==> config.mk <==
export PLATFORM = sky130hd
export DESIGN_NAME = mips_ctrl_fsm
export DESIGN_NICKNAME = d
export VERILOG_FILES = /design/src/rtl/alu_pkg.sv /design/src/rtl/mips_ctrl_pkg.sv /design/src/rtl/mips_ctrl_funct_dec.sv /design/src/rtl/mips_ctrl_fsm.sv
export SDC_FILE = /design/constraint.sdc
export NUM_CORES = 1
export LEC_CHECK = 0
export BUFFER_PORTS_ARGS = -buffer_cell sky130_fd_sc_hd__buf_4
export CORE_ASPECT_RATIO = 1.25
export CORE_MARGIN = 3
export CORE_UTILIZATION = 37
export DETAILED_ROUTE_END_ITERATION = 8
export GPL_TIMING_DRIVEN = 0
export HOLD_SLACK_MARGIN = 0.08
export MAX_ROUTING_LAYER = met4
export PLACE_DENSITY_LB_ADDON = 0.1
export SLEW_MARGIN = 40
export SYNTH_ARGS = -nofsm -noshare
export SYNTH_HDL_FRONTEND = slang
export SYNTH_SLANG_ARGS = --single-unit
export TNS_END_PERCENT = 5
==> constraint.sdc <==
create_clock -name clk -period 6 [get_ports clk]
set_clock_uncertainty 0.15 [all_clocks]
set_input_delay 1.8 -clock clk [delete_from_list [all_inputs] [get_ports clk]]
set_output_delay 1.8 -clock clk [all_outputs]
set_load 0.01 [all_outputs]
==> src/rtl/alu_pkg.sv <==
// ALU operation encoding shared by the ALU and the control units that drive it.
package alu_pkg;

  typedef enum logic [3:0] {
    AluAdd = 4'd0,
    AluSub = 4'd1,
    AluMul = 4'd3,
    AluAnd = 4'd4,
    AluOr  = 4'd5,
    AluXor = 4'd7,
    AluShl = 4'd8,
    AluShr = 4'd9
  } ALU_ctrl_e;

endpackage

==> src/rtl/mips_ctrl_pkg.sv <==
// State encoding, opcode/funct constants and mux-select values for the multi-cycle
// MIPS control unit.
package mips_ctrl_pkg;

  typedef logic [3:0] state_t;

  localparam state_t StFetch   = 4'd0;
  localparam state_t StDecode  = 4'd1;
  localparam state_t StMemAdr  = 4'd2;
  localparam state_t StMemRd   = 4'd3;
  localparam state_t StMemWb   = 4'd4;
  localparam state_t StMemWr   = 4'd5;
  localparam state_t StRtypeEx = 4'd6;
  localparam state_t StAluWb   = 4'd7;
  localparam state_t StBranch  = 4'd8;
  localparam state_t StAddiEx  = 4'd9;
  localparam state_t StAddiWb  = 4'd10;
  localparam state_t StJump    = 4'd11;
  localparam state_t StFault   = 4'd12;

  localparam logic [5:0] OpRtype    = 6'h00;
  localparam logic [5:0] OpSpecial2 = 6'h1C;
  localparam logic [5:0] OpLw       = 6'h23;
  localparam logic [5:0] OpSw       = 6'h2B;
  localparam logic [5:0] OpBeq      = 6'h04;
  localparam logic [5:0] OpAddi     = 6'h08;
  localparam logic [5:0] OpJ        = 6'h02;

  localparam logic [5:0] FnAdd = 6'h20;
  localparam logic [5:0] FnSub = 6'h22;
  localparam logic [5:0] FnAnd = 6'h24;
  localparam logic [5:0] FnOr  = 6'h25;
  localparam logic [5:0] FnXor = 6'h26;
  localparam logic [5:0] FnSll = 6'h00;
  localparam logic [5:0] FnSrl = 6'h02;
  localparam logic [5:0] FnMul = 6'h02;

  localparam logic [1:0] PcAlu    = 2'd0;
  localparam logic [1:0] PcAluOut = 2'd1;
  localparam logic [1:0] PcJump   = 2'd2;

  localparam logic [1:0] SrcBRt    = 2'd0;
  localparam logic [1:0] SrcBFour  = 2'd1;
  localparam logic [1:0] SrcBImm   = 2'd2;
  localparam logic [1:0] SrcBImmSh = 2'd3;

  // States that drive the ALU and are stretched over its register latency.
  function automatic logic is_alu_state(state_t s);
    return s inside {StFetch, StDecode, StMemAdr, StRtypeEx, StBranch, StAddiEx};
  endfunction

endpackage

==> src/rtl/mips_ctrl_funct_dec.sv <==
// Combinational R-type decoder: (opcode, funct) -> ALU operation, illegal flag and
// whether the operation can raise an arithmetic overflow.
module mips_ctrl_funct_dec
  import alu_pkg::*;
  import mips_ctrl_pkg::*;
(
  input  logic [5:0] opcode,
  input  logic [5:0] funct,
  output ALU_ctrl_e  alu_ctrl,
  output logic       illegal,
  output logic       ovf_op
);

  always_comb begin
    alu_ctrl = AluAdd;
    illegal  = 1'b0;
    if (opcode == OpRtype) begin
      case (funct)
        FnAdd:   alu_ctrl = AluAdd;
        FnSub:   alu_ctrl = AluSub;
        FnAnd:   alu_ctrl = AluAnd;
        FnOr:    alu_ctrl = AluOr;
        FnXor:   alu_ctrl = AluXor;
        FnSll:   alu_ctrl = AluShl;
        FnSrl:   alu_ctrl = AluShr;
        default: illegal  = 1'b1;
      endcase
    end else if (opcode == OpSpecial2 && funct == FnMul) begin
      alu_ctrl = AluMul;
    end else begin
      illegal = 1'b1;
    end
  end

  assign ovf_op = !illegal && (alu_ctrl inside {AluAdd, AluSub, AluMul});

endmodule

==> src/rtl/mips_ctrl_fsm.sv <==
// Multi-cycle MIPS main control FSM with ALU latency stretch and memory handshake.
// Optional overflow trap enabled by defining MIPS_CTRL_OVF_TRAP_EN.
module mips_ctrl_fsm
  import alu_pkg::*;
  import mips_ctrl_pkg::*;
#(
  parameter int unsigned ALU_LATENCY = 2
) (
  input  logic       clk,
  input  logic       rst,
  input  logic [5:0] opcode,
  input  logic [5:0] funct,
  input  logic       zero_f,
  input  logic       overflow_f,
  input  logic       mem_ready,
  output logic       mem_req,
  output logic       mem_we,
  output logic       iord,
  output logic       ir_we,
  output logic       pc_we,
  output logic [1:0] pc_src,
  output logic       reg_we,
  output logic       reg_dst,
  output logic       mem_to_reg,
  output logic       alu_src_a,
  output logic [1:0] alu_src_b,
  output logic       alu_en,
  output ALU_ctrl_e  alu_ctrl,
  output logic       fault
);

  localparam logic [1:0] LastCnt = 2'(ALU_LATENCY);

  state_t     state_q, state_d;
  logic [1:0] cnt_q, cnt_d;
  logic       done_q, done_d;

  ALU_ctrl_e funct_alu_ctrl;
  logic      funct_illegal, funct_ovf_op;
  logic      alu_state, alu_last, handshake, ovf_trap;
  logic      mem_req_raw, mem_we_raw, ir_we_raw, pc_we_raw, reg_we_raw;

  mips_ctrl_funct_dec u_funct_dec (
    .opcode   (opcode),
    .funct    (funct),
    .alu_ctrl (funct_alu_ctrl),
    .illegal  (funct_illegal),
    .ovf_op   (funct_ovf_op)
  );

`ifdef MIPS_CTRL_OVF_TRAP_EN
  assign ovf_trap = overflow_f;
`else
  logic unused_overflow_f;
  assign unused_overflow_f = overflow_f;
  assign ovf_trap          = 1'b0;
`endif

  assign alu_state = is_alu_state(state_q);
  assign alu_last  = (cnt_q == LastCnt);

  assign mem_req_raw = (state_q == StFetch && !done_q) || (state_q == StMemRd) ||
                       (state_q == StMemWr);

  // Strobes are suppressed while reset is held; everything else shows FETCH values.
  assign mem_req   = mem_req_raw & ~rst;
  assign mem_we    = mem_we_raw  & ~rst;
  assign ir_we     = ir_we_raw   & ~rst;
  assign pc_we     = pc_we_raw   & ~rst;
  assign reg_we    = reg_we_raw  & ~rst;
  assign handshake = mem_req & mem_ready;
  assign alu_en    = alu_state;

  always_comb begin
    mem_we_raw = 1'b0;
    iord       = 1'b0;
    ir_we_raw  = 1'b0;
    pc_we_raw  = 1'b0;
    pc_src     = PcAlu;
    reg_we_raw = 1'b0;
    reg_dst    = 1'b0;
    mem_to_reg = 1'b0;
    alu_src_a  = 1'b0;
    alu_src_b  = SrcBRt;
    alu_ctrl   = AluAdd;
    fault      = 1'b0;
    case (state_q)
      StFetch: begin
        alu_src_b = SrcBFour;
        ir_we_raw = handshake;
        pc_we_raw = (done_q | handshake) & alu_last;
      end
      StDecode:  alu_src_b = SrcBImmSh;
      StMemAdr: begin
        alu_src_a = 1'b1;
        alu_src_b = SrcBImm;
      end
      StMemRd:   iord = 1'b1;
      StMemWb: begin
        reg_we_raw = 1'b1;
        mem_to_reg = 1'b1;
      end
      StMemWr: begin
        mem_we_raw = 1'b1;
        iord       = 1'b1;
      end
      StRtypeEx: begin
        alu_src_a = 1'b1;
        alu_ctrl  = funct_alu_ctrl;
      end
      StAluWb: begin
        reg_we_raw = 1'b1;
        reg_dst    = 1'b1;
      end
      StBranch: begin
        alu_src_a = 1'b1;
        alu_ctrl  = AluSub;
        pc_src    = PcAluOut;
        pc_we_raw = zero_f & alu_last;
      end
      StAddiEx: begin
        alu_src_a = 1'b1;
        alu_src_b = SrcBImm;
      end
      StAddiWb:  reg_we_raw = 1'b1;
      StJump: begin
        pc_we_raw = 1'b1;
        pc_src    = PcJump;
      end
      StFault:   fault = 1'b1;
      default:   ;
    endcase
  end

  always_comb begin
    state_d = state_q;
    cnt_d   = cnt_q;
    done_d  = done_q;
    if (alu_state && !alu_last) begin
      cnt_d = cnt_q + 2'd1;
    end
    case (state_q)
      StFetch: begin
        if (handshake) done_d = 1'b1;
        if ((done_q | handshake) && alu_last) state_d = StDecode;
      end
      StDecode: begin
        if (alu_last) begin
          case (opcode)
            OpLw, OpSw:          state_d = StMemAdr;
            OpRtype, OpSpecial2: state_d = StRtypeEx;
            OpBeq:               state_d = StBranch;
            OpAddi:              state_d = StAddiEx;
            OpJ:                 state_d = StJump;
            default:             state_d = StFault;
          endcase
        end
      end
      StMemAdr:  if (alu_last) state_d = (opcode == OpSw) ? StMemWr : StMemRd;
      StMemRd:   if (handshake) state_d = StMemWb;
      StMemWr:   if (handshake) state_d = StFetch;
      StRtypeEx: begin
        if (alu_last) begin
          state_d = (funct_illegal || (ovf_trap && funct_ovf_op)) ? StFault : StAluWb;
        end
      end
      StBranch:  if (alu_last) state_d = StFetch;
      StAddiEx:  if (alu_last) state_d = ovf_trap ? StFault : StAddiWb;
      StMemWb, StAluWb, StAddiWb, StJump: state_d = StFetch;
      StFault:   state_d = StFault;
      default:   state_d = StFetch;
    endcase
    if (state_d != state_q) begin
      cnt_d  = 2'd0;
      done_d = 1'b0;
    end
  end

  always_ff @(posedge clk or posedge rst) begin
    if (rst) begin
      state_q <= StFetch;
      cnt_q   <= 2'd0;
      done_q  <= 1'b0;
    end else begin
      state_q <= state_d;
      cnt_q   <= cnt_d;
      done_q  <= done_d;
    end
  end

endmodule

==> impl_metrics.py <==
metrics = {
    "global_route": {
        "grt_first_pass_wirelength_mm": 5.15,
        "grt_max_degree": 11,
        "grtUsageMet3_pct": 1.79,
        "use_met1_pct": 23.5,
        "grt_util_all_layers_pct": 18.8,
        "use_met2_pct": 31.3,
        "antenna_found_initial": 0,
        "overflow": 0,
        "grt.busiest_layer": "met2",
        "grt_pass1_vias": 1125,
    },
    "min_path": {
        "hold_depth": 2,
        "hp-class": "reg -> reg",
    },
    "synth": {
        "synth_xor_area_share_pct": 3.93,
        "synth_cell_types": 53,
        "syn_nets": 163,
        "synth_edf_count": 0,
        "synth_compound_area_share_pct": 29.5,
        "synth_top_family_by_area": "simple AND/OR/NAND/NOR gates",
        "synth_mux_area_share_pct": 0,
        "ys_async_sr_fraction_pct": 100,
        "ys_warn_count": 0,
        "synthSimpleGateAreaFrac_pct": 41.6,
        "yosysSeqAreaShare_pct": 16.2,
        "syn_area_mm2": 0.00108,
        "syn_inst": 145,
        "synth_adder_area_share_pct": 1.16,
        "syn_avg_cell_area_um2": 7.46,
        "ys_ff_latch": 7,
        "ys.flop_type": "dfrtp_1",
    },
    "worst_setup_path": {
        "cp_num_buf_inv": 3,
        "crit_cells": 8,
        "cpMaxStageDelayCell": "or3_1",
        "worstRegToRegCells": 7,
        "critPathArrivalTime_ns": 3.27,
        "cp_top_family": "simple AND/OR/NAND/NOR gates",
        "cp_data_required_time_ns": 4.05,
        "slowest_delay_ns": 0.35,
        "cpMostUsedCell": "buf_4",
        "cp_cell_sequence": "buf_4, or3_1, buf_2, nor2_1, a21oi_1, o32ai_1, a21o_1, buf_4",
        "cp-start-kind": "input port",
        "path_max_fanout": 8,
        "path_class": "in -> out",
        "end_kind": "output port",
    },
    "placed_design": {
        "port_buffers": 32,
        "place.gp.congestion": 0.821,
        "pre_cts_slack_ns": 0.786,
        "dp_hpwl_mm": 2.36,
    },
    "cts": {
        "cts_hold_buffers": 0,
        "cts_max_level": 1,
        "clk_pin_slew_ns": 0.05,
        "cts_tree": "yes",
        "root_buffer": "clkbuf_4",
        "post_cts_buffers": 0,
        "cts_resized": 0,
        "clock_path_buffers": 2,
        "clk_latency_ns": 0.25,
        "cts_buffers": 3,
        "cts_sinks": 7,
    },
    "die": {
        "die_width_um": 54.4,
        "coreArea_mm2": 0.00273,
        "die_area_mm2": 0.00361,
        "die_h_um": 66.5,
        "io_pins": 36,
        "rows": 21,
        "floorplan.initialDensity_pct": 39.6,
    },
    "sta": {
        "rsz0062_at_grt": "false",
        "hold_violations": 0,
        "finalSetupViolCount": 0,
        "setup_slack_ns": 0.784,
        "max_freq_ghz": 0.192,
        "finalCriticalPeriod_ns": 5.22,
        "relSlewSlack_pct": 62.1,
        "drv_slew": 0,
        "worstMarginPinSlew_ns": 0.564,
        "finalCritPeriodShare_pct": 86.9,
        "tns_ns": 0,
    },
    "final_layout": {
        "multi_input_area_um2": 825,
        "diodes": 0,
        "n_fill_cell": 297,
        "area_growth_pct": 28.6,
        "regArea_um2": 175,
        "fin_nets": 200,
        "drive_gt1_share_pct": 30.4,
    },
    "detailed_routing": {
        "drt-total-wl_mm": 2.91,
        "vias": 1195,
        "wl_per_cell_um": 13.5,
        "detail-route-antenna-nets": 0,
        "drtPass1Iterations": 4,
        "drc": 0,
        "drt_iter0_markers": 22,
        "routed_via_density": 5.56,
    },
    "power": {
        "leakage_nw": 0.574,
        "power_frac_clock_pct": 9.9,
        "peakVddDrop_mv": 0.125,
        "intPower_mw": 0.227,
        "power_frac_seq_pct": 17.4,
        "switching_power_mw": 0.195,
        "powerDensity_mw_per_mm2": 303,
        "combPwrFrac_pct": 72.7,
        "swShare_pct": 46.2,
    },
    "outcome": {
        "status": "finished clean",
    },
    "job": {
        "drv_cap": 0,
    },
}
-- registers in the layout, indices dropped and copies added, names as in the netlist --
| register | cells |
|---|---|
| state_q | 4 |
| cnt_q | 2 |
| done_q | 1 |
-- metrics by stage --
stage	hold slack (ns)	area, um^2	util, %	power (mW)	instances
after detailed placement	0.390	1370	50.0	0.381	211
after global routing	0.444	1390	50.9	0.464	215
after CTS	0.405	1390	50.9	0.426	215
after global placement	0.399	1370	50.0	0.379	211
final	0.405	1390	50.9	0.422	215
after floorplan	0.374	1080	-	0.287	145
-- final cells by class --
| type | instances | share of cell area [%] |
|---|---|---|
| repair buffers | 32 | 17.3 |
| flip-flops and latches | 7 | 12.6 |
| clock buffers | 4 | 1.89 |
| plain buffers | 12 | 4.32 |
| multi-input cells | 120 | 59.3 |
| well taps | 34 | 3.06 |
| inverters | 6 | 1.62 |
-- routing by layer --
metal / part of all wire, % / up-vias
met3: 4.4 / 5
met5: 0 / -
met2: 52 / 36
li1: - / 606
met1: 42 / 548
met4: 1.5 / 0
-- cells in the mapped netlist, types with 2 or more instances --
cell type / instances / area share, %
a2111oi_4: 2 / 5.1
a211oi_1: 3 / 2.1
a21o_1: 2 / 1.4
a21oi_1: 7 / 3.2
and2_1: 2 / 1.2
and3_1: 2 / 1.2
and4b_1: 2 / 1.8
buf_2: 6 / 2.8
clkbuf_1: 5 / 1.7
dfrtp_1: 7 / 16
inv_1: 6 / 2.1
nand2_1: 11 / 3.8
nand2b_1: 9 / 5.2
nand3_1: 4 / 1.8
nand4bb_1: 2 / 2.1
nor2_1: 17 / 5.9
nor2b_1: 2 / 1.2
nor3_1: 7 / 3.2
nor4_1: 2 / 1.2
nor4b_1: 2 / 1.6
o211ai_1: 3 / 2.1
o21ai_0: 4 / 1.8
o31ai_1: 2 / 1.4
or2_2: 4 / 2.3
or3_1: 2 / 1.2
xnor2_1: 3 / 2.4
-- kinds of logic after synthesis --
| kind of cell | after synthesis |
|---|---|
| compound gates | 37 |
| xor+xnor | 4 |
| buf+inv | 18 |
| fa+ha+maj | 1 |
| flops | 7 |
| simple gates | 78 |
-- power by group through the flow --
stage	Clock [mW]	Combinational, mW	Sequential (mW)
floorplan	0	0.217	0.0710
global placement	0	0.306	0.0734
detailed placement	0	0.307	0.0740
CTS	0.0436	0.309	0.0731
global route	0.0463	0.343	0.0753
finish	0.0419	0.306	0.0734
-- worst register-to-register path: stages, from the launching register on --
cell,delay (ns)
dfrtp_1,0.35
clkbuf_1,0.22
nand4bb_1,0.41
a2111oi_4,0.48
nand2_2,0.12
o21ai_4,0.16
xor2_2,0.10
a2111oi_2,0.21
-- worst paths after layout --
| path | from | to | slack (ns) |
|---|---|---|---|
| hold reg to reg | cnt_q[0] | cnt_q[0] | 0.40 |
| setup reg to reg | state_q[0] | cnt_q[1] | 3.70 |
| min in group asynchronous | rst | done_q | 1.38 |
| setup / recovery | opcode[0] | alu_ctrl[0] | 0.78 |
| max in group asynchronous | rst | state_q[0] | 4.11 |
| hold / removal | cnt_q[0] | cnt_q[0] | 0.40 |
-- cell usage in the layout, fill, tap and decap left out, drive strengths merged, types with 3 or more instances in the layout --
cell     instances
a2111oi          4
a211oi           3
a21oi            7
buf             39
clkbuf           9
dfrtp            7
inv              6
nand2           12
nand2b           9
nand3            4
nor2            17
nor3             7
nor4             3
o211ai           3
o21ai            5
or2              4
xnor2            3
(Power assumes the default switching activity.)
